`src/rtl/frame_pkg.sv`:
```
// rtl/frame_pkg.sv - shared types and constants for the frame loader and display path
//
// Contents:
//   frame_state_t  : loader FSM states
//   RGB565 field   : bit positions used when the display slices a pixel word
//   DEFAULT_*      : default picture geometry and stall timeout
//   width_of()     : counter width for a value range, never below 1 bit
package frame_pkg;

  typedef enum logic [2:0] {
    IDLE   = 3'd0,
    GET_HI = 3'd1,
    GET_LO = 3'd2,
    WRITE  = 3'd3,
    DONE   = 3'd4
  } frame_state_t;

  localparam int RGB_R_MSB = 15;
  localparam int RGB_R_LSB = 11;
  localparam int RGB_G_MSB = 10;
  localparam int RGB_G_LSB = 5;
  localparam int RGB_B_MSB = 4;
  localparam int RGB_B_LSB = 0;

  localparam int DEFAULT_L       = 640;
  localparam int DEFAULT_W       = 480;
  localparam int DEFAULT_TIMEOUT = 25_175_000;

  // Bits needed to count 0..n-1; a 1-entry range still gets one bit so
  // that no zero-width vector is ever declared.
  function automatic int width_of(input int n);
    return (n <= 1) ? 1 : $clog2(n);
  endfunction

endpackage

```
`src/rtl/stall_timer.sv`:
```
// rtl/stall_timer.sv - idle-cycle counter with clear, enable and terminal-count pulse
//
// Ports:
//   clk  in   clock
//   rst  in   synchronous active-high reset
//   clr  in   zero the count (wins over en)
//   en   in   count one cycle
//   tc   out  high in the cycle whose increment takes the count to TIMEOUT-1
//
// tc is combinational so the owner can register its abort in the same edge
// that the count lands on TIMEOUT-1; the abort then becomes visible exactly
// TIMEOUT cycles after the last clear. TIMEOUT must be at least 2.
module stall_timer
  import frame_pkg::*;
#(
  parameter int TIMEOUT = DEFAULT_TIMEOUT
) (
  input  logic clk,
  input  logic rst,
  input  logic clr,
  input  logic en,
  output logic tc
);

  localparam int CW = width_of(TIMEOUT);

  logic [CW-1:0] count;

  always_ff @(posedge clk) begin
    if (rst) begin
      count <= '0;
    end else if (clr) begin
      count <= '0;
    end else if (en) begin
      count <= count + CW'(1);
    end
  end

  assign tc = en && !clr && (count == CW'(TIMEOUT - 2));

endmodule

```
`src/rtl/frame_loader.sv`:
```
// rtl/frame_loader.sv - packs a byte stream into RGB565 words and writes them to frame RAM
//
// Ports:
//   clk_vga   in   pixel/system clock
//   rst       in   synchronous active-high reset
//   start     in   one-cycle pulse, begin loading a frame (ignored unless idle)
//   in_valid  in   byte available
//   in_data   in   byte, high byte of each pixel first
//   in_ready  out  byte accepted this cycle when in_valid is high
//   wr_en     out  RAM write strobe
//   wr_addr   out  RAM write address, raster order 0 .. L*W-1
//   wr_data   out  RGB565 pixel
//   busy      out  frame load in progress
//   done      out  one-cycle pulse after the last pixel write
//   err       out  one-cycle pulse on stall timeout abort
module frame_loader
  import frame_pkg::*;
#(
  parameter int L       = DEFAULT_L,
  parameter int W       = DEFAULT_W,
  parameter int TIMEOUT = DEFAULT_TIMEOUT,
  parameter int ADDR_W  = $clog2(L * W)
) (
  input  logic              clk_vga,
  input  logic              rst,
  input  logic              start,
  input  logic              in_valid,
  input  logic [7:0]        in_data,
  output logic              in_ready,
  output logic              wr_en,
  output logic [ADDR_W-1:0] wr_addr,
  output logic [15:0]       wr_data,
  output logic              busy,
  output logic              done,
  output logic              err
);

  localparam int COL_W = width_of(L);
  localparam int ROW_W = width_of(W);

  frame_state_t state, state_nx;

  logic [7:0]        hi;
  logic [COL_W-1:0]  col;
  logic [ROW_W-1:0]  row;
  logic [ADDR_W-1:0] addr;

  logic accept;
  logic xfer;
  logic launch;
  logic last_pix;
  logic stall_tc;

  // in_ready depends only on the state register, never on in_valid.
  assign accept   = (state == GET_HI) || (state == GET_LO);
  assign in_ready = accept;
  assign xfer     = in_valid && accept;
  assign launch   = (state == IDLE) && start;
  assign last_pix = (col == COL_W'(L - 1)) && (row == ROW_W'(W - 1));

  stall_timer #(
    .TIMEOUT (TIMEOUT)
  ) u_stall_timer (
    .clk (clk_vga),
    .rst (rst),
    .clr (launch || xfer),
    .en  (accept),
    .tc  (stall_tc)
  );

  always_ff @(posedge clk_vga) begin
    if (rst) begin
      state <= IDLE;
    end else begin
      state <= state_nx;
    end
  end

  always_comb begin
    state_nx = state;
    wr_en    = 1'b0;
    busy     = 1'b1;
    done     = 1'b0;
    case (state)
      IDLE: begin
        busy = 1'b0;
        if (start) begin
          state_nx = GET_HI;
        end
      end
      GET_HI: begin
        if (xfer) begin
          state_nx = GET_LO;
        end else if (stall_tc) begin
          state_nx = IDLE;
        end
      end
      GET_LO: begin
        if (xfer) begin
          state_nx = WRITE;
        end else if (stall_tc) begin
          state_nx = IDLE;
        end
      end
      WRITE: begin
        wr_en    = 1'b1;
        state_nx = last_pix ? DONE : GET_HI;
      end
      DONE: begin
        done     = 1'b1;
        state_nx = IDLE;
      end
      default: begin
        busy     = 1'b0;
        state_nx = IDLE;
      end
    endcase
  end

  // addr tracks the next pixel to be written; wr_addr is loaded from it when
  // the low byte arrives, so wr_addr only changes on entry to WRITE and
  // holds otherwise. addr/col/row stop at the last pixel instead of wrapping.
  always_ff @(posedge clk_vga) begin
    if (rst) begin
      hi      <= '0;
      col     <= '0;
      row     <= '0;
      addr    <= '0;
      wr_addr <= '0;
      wr_data <= '0;
      err     <= 1'b0;
    end else begin
      // stall_tc already excludes cycles with a transfer, so a byte
      // arriving on the terminal cycle cancels the abort.
      err <= stall_tc;
      case (state)
        IDLE: begin
          if (start) begin
            col  <= '0;
            row  <= '0;
            addr <= '0;
          end
        end
        GET_HI: begin
          if (xfer) begin
            hi <= in_data;
          end
        end
        GET_LO: begin
          if (xfer) begin
            wr_data <= {hi, in_data};
            wr_addr <= addr;
          end
        end
        WRITE: begin
          if (!last_pix) begin
            addr <= addr + ADDR_W'(1);
            if (col == COL_W'(L - 1)) begin
              col <= '0;
              row <= row + ROW_W'(1);
            end else begin
              col <= col + COL_W'(1);
            end
          end
        end
        default: begin
        end
      endcase
    end
  end

endmodule

```
`config.mk`:
```
export PLATFORM = sky130hd
export DESIGN_NAME = frame_loader
export DESIGN_NICKNAME = d
export VERILOG_FILES = /design/src/rtl/frame_pkg.sv /design/src/rtl/stall_timer.sv /design/src/rtl/frame_loader.sv
export SDC_FILE = /design/constraint.sdc
export NUM_CORES = 1
export LEC_CHECK = 0
export BUFFER_PORTS_ARGS = -buffer_cell sky130_fd_sc_hd__buf_2
export CAP_MARGIN = 20
export CORE_MARGIN = 2
export CORE_UTILIZATION = 56
export DETAILED_ROUTE_END_ITERATION = 16
export PLACE_DENSITY = 0.88
export SLEW_MARGIN = 5
export SYNTH_ARGS = -nofsm -noshare
export SYNTH_HDL_FRONTEND = slang
export SYNTH_SLANG_ARGS = --single-unit
export TNS_END_PERCENT = 30
```
`constraint.sdc`:
```
create_clock -name clk_vga -period 5.98 [get_ports clk_vga]
set_input_delay 0.897 -clock clk_vga [delete_from_list [all_inputs] [get_ports clk_vga]]
set_output_delay 0.897 -clock clk_vga [all_outputs]
set_load 0.02 [all_outputs]
```
; ---- Yosys cells after proc, flatten, opt, wreduce, memory -nomap -nowiden
; Index checks and enable logic that the tools add are counted.
[op_classes]
muxes = 20
n_addsub = 4
reduce_logical = 16
eq_ne = 10
[op_table]
columns = operator, count
row1 = $mux W19, 2
row2 = $pmux W19 S2, 1
row3 = $mux W10, 3
row4 = $mux W9, 3
row5 = $add A25 B1 Y25 const B, 1
row6 = $eq A25 B25 Y1 const B, 1
row7 = $pmux W10 S2, 1
row8 = $add A19 B1 Y19 const B, 1
row9 = $pmux W9 S2, 1
row10 = $mux W3, 5
row11 = $pmux W3 S4, 1
row12 = $add A10 B1 Y10 const B, 1
row13 = $eq A10 B10 Y1 const B, 1
row14 = $add A9 B1 Y9 const B, 1
row15 = $eq A9 B9 Y1 const B, 1
row16 = $eq A3 B2 Y1 const B, 2
row17 = $ne A2 B2 Y1 const B, 3
row18 = $logic_and A1 B1 Y1, 5
row19 = $reduce_and A2 Y1, 2
row20 = $reduce_and A4 Y1, 1
row21 = $reduce_or A4 Y1, 1
row22 = $eq A3 B1 Y1 const B, 1
row23 = $eq A3 B3 Y1 const B, 1
row24 = $logic_not A3 Y1, 1
row25 = other kinds (6), 9
[totals]
word_cells = 59
ff_bits = 110
out_inout_bits = 40

; ---- Depth between registers and ports, before layout
; Gate-level depths: netlist of the first run.
[logic_depth]
ltp_word = 10
mapped_depth = 9
depth_no_buf = 7

; ---- By module
; Synthesis of the first run repeated with hierarchy kept, for this count alone.
[unflattened]
hier_cells = 599
hier_area_um2 = 4931.0
[by_module_without_submodules]
columns = module, area_per_inst_um2, cells_each, seq_area_each_um2, n_inst
row1 = frame_loader, 3697.3, 456, 1701.6, 1
row2 = stall_timer, 1233.7, 143, 500.5, 1

; ---- Least setup slack after synthesis of the first run
; Ideal clock, no wire load.
[synth_path]
path_kind = in2reg
from = input start
to = register addr[18]
path_buffers = 0
t_required_ps = 5910
path_slack_ps = 3582
stages = 5
arrival_ps = 2327
cell_sequence = or3b_4 -> a211oi_4 -> o21ai_2 -> or4_1 -> a21oi_1
[synth_between]
elab_chain_cells = 2
[synth_rtl]
columns = item, line
row1 = "start, declared", frame_loader.sv:26  ; input logic start,
row2 = $ne A2 B2 Y1 (no line), -
row3 = $reduce_and A3 Y1 (no line), -
row4 = "end signal, assigned", frame_loader.sv:157  ; addr <= addr + ADDR_W'(1);
row5 = "end, declared", frame_loader.sv:46  ; logic [ADDR_W-1:0] addr;
; No other way between the ends.
; A chain may end at the register's enable or synchronous reset.

; ---- Worst setup path after layout of the first run
[layout_path]
from = register state[0]
to = output in_ready
[layout_between]
elab_chain_cells = 2
elab_cells_between_ends = 3
classes_between = eq/ne (2) / reduce/logical (1)
[layout_rtl]
columns = item, line
row1 = "start, declared", frame_loader.sv:41  ; frame_state_t state, state_nx;
row2 = "start signal, assigned", frame_loader.sv:75  ; state <= state_nx;
row3 = $eq A3 B1 Y1 or $eq A3 B2 Y1 (tied branches), frame_loader.sv:55  ; assign accept = (state == GET_HI) || (state == GET_LO);
row4 = $logic_or A1 B1 Y1 *, frame_loader.sv:55
row5 = "end, declared", frame_loader.sv:29  ; output logic in_ready,
; Every way passes the cells marked *; elsewhere a longest branch is shown, timed or not.

==> summary.txt, run 1 <==
RSZ-0062 raised after global routing -> no
Slew HR -> 32.0%
GR Overflow Total -> 0
Die area -> 9320 um^2
Crit path buf inv count -> 1
Final Skew -> 0.0157 ns
Total Routing Usage GR -> 21.9%
# nets final -> 621
Gp weighted congestion -> 0.836
Synth Area per Inst -> 8.36 um^2
Status -> finished clean
Worst Path Arrival -> 1.93 ns
Compound-gate portion of the synthesized area -> 14.9%
Slowest Stage Delay on Critical Path -> 0.61 ns
Pre-antenna DRT Iters -> 5
CTS Hold Buffers Added -> 0
Max IR drop VDD -> 0.119 mV
Met3 routed wirelength -> 505 um
Mux cell area share after synthesis -> 1.67%
# H-tree levels -> 3
Worst setup SP type -> flip-flop
Antenna viol nets, final -> 0
Cells after DPL -> 697
Xor/xnor cell area share of the yosys netlist -> 5.84%
Num CTS Buffers -> 9
Clock root buffer -> clkbuf_8
Max cap viols -> 0
Pin count of the biggest net entering global routing -> 62
Most common cell in the netlist -> dfxtp_1
Clock Latency Late Sink -> 0.38 ns
Post-cts sizing count -> 0
Required time of the critical path -> 5.08 ns
Synth top area share -> 45.9%
Number of I/O pins -> 52
Final setup fails -> 0
Largest area contributor in the netlist -> dfxtp_1
Minimum clock period after layout -> 2.82 ns
M1 wire length -> 4510 um
Setup tns final -> 0 ns
First-pass GRT wire length -> 16100 um
Clock Sinks -> 110
Mapped Cells -> 574
Syn nets -> 591
Final WL -> 10000 um
CP max FO -> 14
Initial cell density of the core -> 58.1%
Antenna violations before repair -> 0
DRT iter0 DRCs -> 267
Post-synth EDFFs -> 0
Max-slew violation count -> 0
Leak -> 1.79 nW
Fmax -> 0.354 GHz
Nature of the critical path endpoint -> primary output
Top Metal Used -> met4
Fin. Hold Viols -> 0
Period utilization -> 47.2%
CP cell instances -> xnor2_1 > nor2_1 > buf_2
Core Box Area -> 8260 um^2
Share of layout cells above drive strength 1 -> 13.3%
Library cells used by synthesis -> 54
Post-Synthesis Cell Area -> 4800 um^2
DR WL/cell -> 14.1 um
Vias/cell -> 5.83
Diode count -> 0
Row count -> 33
Die extent in x -> 96.6 um
Share of synthesized flip-flops with an asynchronous set or reset -> 0%
WL met2 -> 4790 um
Chip height -> 96.6 um
Delay-heaviest family, CP -> flip-flops
DP Wirelength -> 6910 um
Non-filler cells in the finished layout -> 714
Slew at the pin closest to its max-slew limit -> 1.02 ns
Ranking of synthesized cells by area -> dfxtp_1 46%, nand2_1 7.0%, a21oi_1 6.4%, nor2_1 4.1%, xnor2_1 3.8%
PD cells -> 235 nW/um^2
Post-Synth Adder-Cell Area -> 1.30%
CP max-delay cell -> dfxtp_1
Primary FF master, synth -> dfxtp_1
Crit Path Class -> reg -> out
Yosys warning count -> 0
Synth top cells by count -> 110 x dfxtp_1, 89 x nand2_1, 61 x a21oi_1
Number of remaining DRC errors -> 0
PortBufs -> 51
Seq/Total Area, Yosys -> 45.9%
Synth-to-layout area growth -> 9.65%
Via count -> 4165
Hold Path Class -> reg -> reg
Vias in the first global route -> 3624
Synth Area in Simple Gates -> 26.6%
Yosys reg bits -> 110
Postcts setup bufs -> 0
Main combinational cell family by area after synthesis -> simple AND/OR/NAND/NOR gates
Clock Pin Slew Worst Setup and Hold Paths -> 0.09 ns
CTS tree -> done
Clock Path Buffers -> 2
## per-layer routing
metal | up-vias | track usage (%)
met5 | - | 0
met4 | 0 | 10.2
met3 | 24 | 5.12
met2 | 104 | 37.2
met1 | 1966 | 26.3
li1 | 2071 | -
## sequential cells by signal, summed over array words and instances (netlist names)
signal / count
addr: 19
state: 3
hi: 8
wr_data: 16
col: 10
u_stall_timer.count: 25
err: 1
row: 9
wr_addr: 19
## worst paths after layout
check                            startpoint     endpoint  slack (ns)  depth (start not counted)
worst max-delay path               state[0]     in_ready        3.16                          3
worst min register to register  wr_addr[15]  wr_addr[15]        0.46                          2
worst max register to register       col[0]       col[5]        3.35                          6
worst min-delay path            wr_addr[15]  wr_addr[15]        0.46                          2
## power by group
part / internal, W / switching (W)
combinational: 0.0000210 / 0.0000508
clock: 0.000168 / 0.000252
sequential: 0.000738 / 0.00000694
## cells in the final DEF, fill, tap and decap left out, drive strengths merged, types with 3 or more instances in the layout
cell type	n
a211oi	4
a21oi	62
and2	3
and3	7
and4	5
buf	53
clkbuf	11
clkinv	4
dfxtp	110
ha	5
inv	12
mux2i	8
nand2	89
nand2b	3
nand3	26
nand3b	4
nand4	10
nor2	53
nor3	16
nor3b	3
nor4	7
nor4b	5
o2111ai	4
o211ai	6
o21a	6
o21ai	22
or3	17
or4	3
xnor2	21
xor2	11
## worst reg2reg max path: cells and delay by family (launching register included)
kind	cells	cell delay, ns
adder cells (fa/ha/maj)	1	0.23
AND/OR/NAND/NOR	2	0.78
flip-flops	1	0.43
AO/OA/AOI/OAI	3	1.13
## through the flow
stage / util, % / power (W) / hold slack, ns / cell area, um^2 / setup WS, ns
2_1_floorplan: - / 0.000814 / 0.431 / 4800 / 3.58
3_3_place_gp: 61.3 / 0.000829 / 0.435 / 5060 / 3.18
3_5_place_dp: 61.3 / 0.000832 / 0.443 / 5060 / 3.11
4_1_cts: 63.5 / 0.00124 / 0.458 / 5250 / 3.17
5_1_grt: 63.7 / 0.00127 / 0.478 / 5260 / 3.05
6_report: 63.7 / 0.00124 / 0.457 / 5260 / 3.16
## logic make-up after synthesis
kind of cell,count (synthesis)
compound gates,116
mux,8
buf+inv,45
flops,110
xor+xnor,32
fa+ha+maj,5
simple gates,258
## cell type report
type | instances | area [um^2]
well taps | 105 | 131
clock buffers | 11 | 141
inverters | 11 | 41.3
repair buffers | 53 | 278
multi-input cells | 419 | 2420
clock inverters | 5 | 42.5
flip-flops and latches | 110 | 2200
fillers | 696 | 3000
(Power assumes the default switching activity.)
==> run 2, diff against run 1 <==
==> constraint.sdc (replaced) <==
create_clock -name clk_vga -period 2.9 [get_ports clk_vga]
set_input_delay 0.435 -clock clk_vga [delete_from_list [all_inputs] [get_ports clk_vga]]
set_output_delay 0.435 -clock clk_vga [all_outputs]
set_load 0.02 [all_outputs]
==> run 2 against run 1 <==
Effect of this change: global-route usage increased by 1.1 points; clock-buffer cell count decreased by 1; clock skew decreased by 0.0052 ns; critical endpoint unchanged; critical path type unchanged; cell count increased by 0.56%.
==> summary.txt, run 2 (synthesized netlist as in run 1, its figures left out) <==
Status -> finished clean
Minimum clock period after layout -> 2.38 ns
Max reg flops -> 25
CTS Hold Buffers Added -> 0
Vias in the first global route -> 3834
Max cap viols -> 0
Share of layout cells above drive strength 1 -> 13.9%
DP Wirelength -> 7130 um
Final worst-path setup slack -> 0.519 ns
Max-slew violation count -> 0
Total Routing Usage GR -> 23.0%
CTS tree -> done
Crit Path Class -> reg -> out
Biggest regs -> u_stall_timer.count: 25 flops, addr: 19 flops, wr_addr: 19 flops
Antenna violations before repair -> 0
Slew at the pin closest to its max-slew limit -> 0.925 ns
Slowest Stage Delay on Critical Path -> 0.61 ns
Number of I/O pins -> 52
Period utilization -> 82.1%
Final WL -> 10400 um
WHS -> 0.295 ns
Pwr Total -> 0.00265 W
Synth-to-layout area growth -> 10.6%
Worst Path Arrival -> 1.95 ns
Leak -> 1.82 nW
DR WL/cell -> 14.4 um
Final setup fails -> 0
First-pass GRT wire length -> 17000 um
Sw power -> 0.000666 W
CP cell instances -> xnor2_1 > nor2_1 > buf_2
Number of remaining DRC errors -> 0
Required time of the critical path -> 2.47 ns
Clock Latency Late Sink -> 0.38 ns
Pin count of the biggest net entering global routing -> 45
Postcts setup bufs -> 0
Fin. Hold Viols -> 0
Clock Path Buffers -> 2
Row count -> 33
Gp weighted congestion -> 0.875
Pre-antenna DRT Iters -> 6
Crit path buf inv count -> 1
PortBufs -> 51
Pre-CTS setup slack -> 0.572 ns
Pint -> 0.00198 W
Post-cts sizing count -> 0
# nets final -> 625
Fmax -> 0.420 GHz
Die area -> 9320 um^2
Final Skew -> 0.0106 ns
CP max-delay cell -> dfxtp_1
Via count -> 4222
Core Box Area -> 8260 um^2
Vias/cell -> 5.88
Num CTS Buffers -> 9
Clock Pin Slew Worst Setup and Hold Paths -> 0.11 ns
Clock Sinks -> 110
GR Overflow Total -> 0
# H-tree levels -> 3
CP max FO -> 14
Setup tns final -> 0 ns
Clk pwr share -> 36.2%
Commonest non-fill, non-tap cell in the layout -> dfxtp_1
Die extent in x -> 96.6 um
Slew HR -> 38.3%
Nature of the critical path endpoint -> primary output
Chip height -> 96.6 um
Worst setup SP type -> flip-flop
Fillers -> 680
Commonest non-fill, non-tap cells in the layout -> 110 x dfxtp_1, 89 x nand2_1, 61 x a21oi_1, 53 x nor2_1, 51 x buf_2
DRT iter0 DRCs -> 273
Net Sw Frac -> 25.1%
Hold Path Class -> in -> reg
Register with the most flip-flops -> u_stall_timer.count
Reg power frac -> 58.0%
Diode count -> 0
Initial cell density of the core -> 58.1%
RSZ-0062 raised after global routing -> no
Delay-heaviest family, CP -> flip-flops
Clock root buffer -> clkbuf_8
Antenna viol nets, final -> 0
Max IR drop VDD -> 0.291 mV
Gate power share -> 5.8%
PD cells -> 499 nW/um^2
run 2: cell types whose count changed in the layout (fill, tap and decap cells not counted):
cell / change
clkinv_4: -2
inv_6: +4
inv_8: -1
clkinv_2: -1
bufinv_16: +1
clkbuf_8: -1
buf_4: +4
run 2: power groups by stage:
stage	logic (W)	clock network, W	registers, W
floorplan	0.000113	0	0.00157
global placement	0.000146	0	0.00157
detailed placement	0.000151	0	0.00157
CTS	0.000151	0.000972	0.00154
global route	0.000171	0.00104	0.00154
finish	0.000154	0.000960	0.00154
run 2: final timing paths:
path | startpoint | end | depth (start not counted) | slack (ns)
hold reg to reg | wr_data[1] | wr_data[1] | 2 | 0.46
setup / recovery | state[0] | in_ready | 3 | 0.52
setup reg to reg | col[0] | col[9] | 7 | 0.53
hold / removal | in_data[0] | wr_data[0] | 3 | 0.30
run 2: cell type report:
| cell class | instances | area [um^2] | share of cell area, % |
|---|---|---|---|
| multi-input cells | 419 | 2420 | 45.7 |
| inverters | 11 | 41.3 | 0.778 |
| flip-flops and latches | 110 | 2200 | 41.5 |
| well taps | 105 | 131 | 2.47 |
| repair buffers | 57 | 308 | 5.80 |
| clock buffers | 10 | 128 | 2.40 |
| clock inverters | 6 | 73.8 | 1.39 |
run 2: stage by stage:
| step | instance area [um^2] | utilization [%] | cells |
|---|---|---|---|
| final | 5310 | 64.3 | 718 |
| after CTS | 5290 | 64.1 | 717 |
| after global routing | 5310 | 64.3 | 718 |
| after global placement | 5090 | 61.7 | 701 |
| after floorplan | 4800 | - | 574 |
| after detailed placement | 5090 | 61.7 | 701 |
run 2: per-layer routing:
layer | global-route usage (%) | wire, um | up-vias
met1 | 28.6 | 4540 | 1979
met4 | 11.2 | 239 | 0
met2 | 38.1 | 5050 | 140
li1 | - | - | 2074
met3 | 4.73 | 531 | 29
met5 | 0 | 0 | -
run 2: worst min-delay path: stages:
cell and delay (ns):
buf_2 0.10, nand2_1 0.05, a21oi_1 0.05
==> run 3, diff against run 2 <==
==> constraint.sdc (replaced) <==
create_clock -name clk_vga -period 2.4 [get_ports clk_vga]
set_input_delay 0.36 -clock clk_vga [delete_from_list [all_inputs] [get_ports clk_vga]]
set_output_delay 0.36 -clock clk_vga [all_outputs]
set_load 0.02 [all_outputs]
==> run 3 against run 2 <==
Effect of this change: clock skew hardly changed; via count is 0.14% higher; register-to-register slack worse by 0.36 ns; utilization is 1.2 points higher; cell count is 1.3% higher; total power is 25% higher; clock power is 30% higher; critical path type is now reg -> reg.
==> summary.txt, run 3 (synthesized netlist as in run 1, its figures left out) <==
Gp weighted congestion -> 0.847
Number of I/O pins -> 52
Diode count -> 0
DP Wirelength -> 7230 um
Clock Path Buffers -> 2
Hold Path Class -> in -> reg
Reg2Reg Depth -> 6
Pre-antenna DRT Iters -> 5
Postcts setup bufs -> 0
Register with the most flip-flops -> u_stall_timer.count
CP max FO -> 14
Critical R2R Launch -> row[0]
Vias/cell -> 5.82
DRT iter0 DRCs -> 145
Pre-CTS setup slack -> 0.253 ns
Hold Path Sink -> wr_data[2]
Area occupied by multi-input gates -> 2420 um^2
Final worst-path setup slack -> 0.169 ns
Biggest regs -> u_stall_timer.count: 25 flops, addr: 19 flops, wr_addr: 19 flops
Total Routing Usage GR -> 22.7%
Antenna viol nets, final -> 0
GR Overflow Total -> 0
Die extent in x -> 96.6 um
Required time of the critical path -> 2.71 ns
Max reg flops -> 25
Period utilization -> 93.0%
PD cells -> 612 nW/um^2
Placed inst area -> 5170 um^2
Synth-to-layout area growth -> 12.6%
Commonest non-fill, non-tap cells in the layout -> 110 x dfxtp_1, 89 x nand2_1, 61 x a21oi_1, 53 x nor2_1, 51 x buf_2
Hold Crit Depth -> 3
Vias in the first global route -> 3749
Fin. Hold Viols -> 0
Via count -> 4228
Final Skew -> 0.0106 ns
Status -> finished clean
DR WL/cell -> 14.2 um
# nets final -> 635
Max-slew violation count -> 0
Cell area after layout -> 5400 um^2
Crit Path Class -> reg -> reg
Clock root buffer -> clkbuf_8
CP cell instances -> ha_1 > and3_1 > nand4_1 > o2111ai_2 > o21ai_0 > a21oi_1
Number of remaining DRC errors -> 0
Worst hold start -> in_data[2]
Nature of the critical path endpoint -> flip-flop
Slew HR -> 60.8%
Crit path buf inv count -> 0
RSZ-0062 raised after global routing -> yes
Clock Pin Slew Worst Setup and Hold Paths -> 0.11 ns
Die area -> 9320 um^2
Slew at the pin closest to its max-slew limit -> 0.585 ns
Max cap viols -> 0
Antenna violations before repair -> 0
Fmax -> 0.448 GHz
R2r setup slk -> 0.17 ns
Num CTS Buffers -> 9
# H-tree levels -> 3
Worst setup SP type -> flip-flop
CTS tree -> done
Worst Path Arrival -> 2.54 ns
Clock Sinks -> 110
Final WL -> 10300 um
Final setup fails -> 0
Leak -> 1.88 nW
Chip height -> 96.6 um
Pin count of the biggest net entering global routing -> 36
Row count -> 33
Clock Latency Late Sink -> 0.38 ns
Post-cts sizing count -> 0
Register area -> 2200 um^2
RR Endpoint -> addr[15]
Share of layout cells above drive strength 1 -> 15.3%
Fillers -> 664
Critical path origin -> row[0]
Max IR drop VDD -> 0.546 mV
Initial cell density of the core -> 58.1%
PortBufs -> 51
Core Box Area -> 8260 um^2
First-pass GRT wire length -> 16900 um
Slowest Stage Delay on Critical Path -> 0.63 ns
Minimum clock period after layout -> 2.23 ns
Commonest non-fill, non-tap cell in the layout -> dfxtp_1
CP max-delay cell -> o2111ai_2
CTS Hold Buffers Added -> 0
Delay-heaviest family, CP -> compound AO/OA/AOI/OAI gates
[run 3: cell types whose count changed in the layout (fill, tap and decap cells not counted), sizes merged]
cell,before,now
clkinv,1,2
clkbuf,10,9
buf,57,67
inv,15,13
bufinv,1,2
[run 3: tightest hold or removal path, cell delays in order]
cell,delay (ns)
buf_2,0.11
nand2_1,0.05
a21oi_1,0.05
[run 3: per-layer routing]
metal | track usage (%) | vias up | wire length [um]
li1 | - | 2089 | -
met3 | 5.04 | 15 | 597
met5 | 0 | - | 0
met1 | 29.5 | 1998 | 4600
met4 | 7.51 | 0 | 165
met2 | 37.6 | 126 | 4930
[run 3: worst max path at each step]
stage / end / slack, ns / depth (start not counted)
floorplan: addr[11] / 0.42 / 9
CTS: addr[15] / 0.22 / 6
detailed placement: addr[15] / 0.25 / 6
global placement: addr[18] / 0.33 / 6
global route: addr[15] / -0.08 / 6
finish: addr[15] / 0.17 / 6
[run 3: stage by stage]
stage | power, W | TNS [ns] | hold WS, ns | utilization, % | std cells
after global routing | 0.00341 | -0.371 | 0.214 | 65.4 | 727
final | 0.00331 | 0 | 0.221 | 65.4 | 727
after detailed placement | 0.00209 | 0 | 0.443 | 62.7 | 712
after CTS | 0.00332 | 0 | 0.213 | 65.4 | 727
after global placement | 0.00209 | 0 | 0.435 | 62.7 | 712
after floorplan | 0.00203 | 0 | 0.431 | - | 574
[run 3: final cells by class]
cell class                      instances  share of cell area, %
Clock buffer                            9                   2.29
Clock inverter                          6                   1.94
Inverter                               11                  0.764
Multi-Input combinational cell        419                   44.9
Sequential cell                       110                   40.8
Tap cell                              105                   2.43
Timing Repair Buffer                   67                   6.95
[run 3: where the power goes]
part | internal [W] | switching [W]
logic | 0.0000676 | 0.000135
registers | 0.00184 | 0.0000135
clock network | 0.000603 | 0.000649
total | 0.00251 | 0.000797
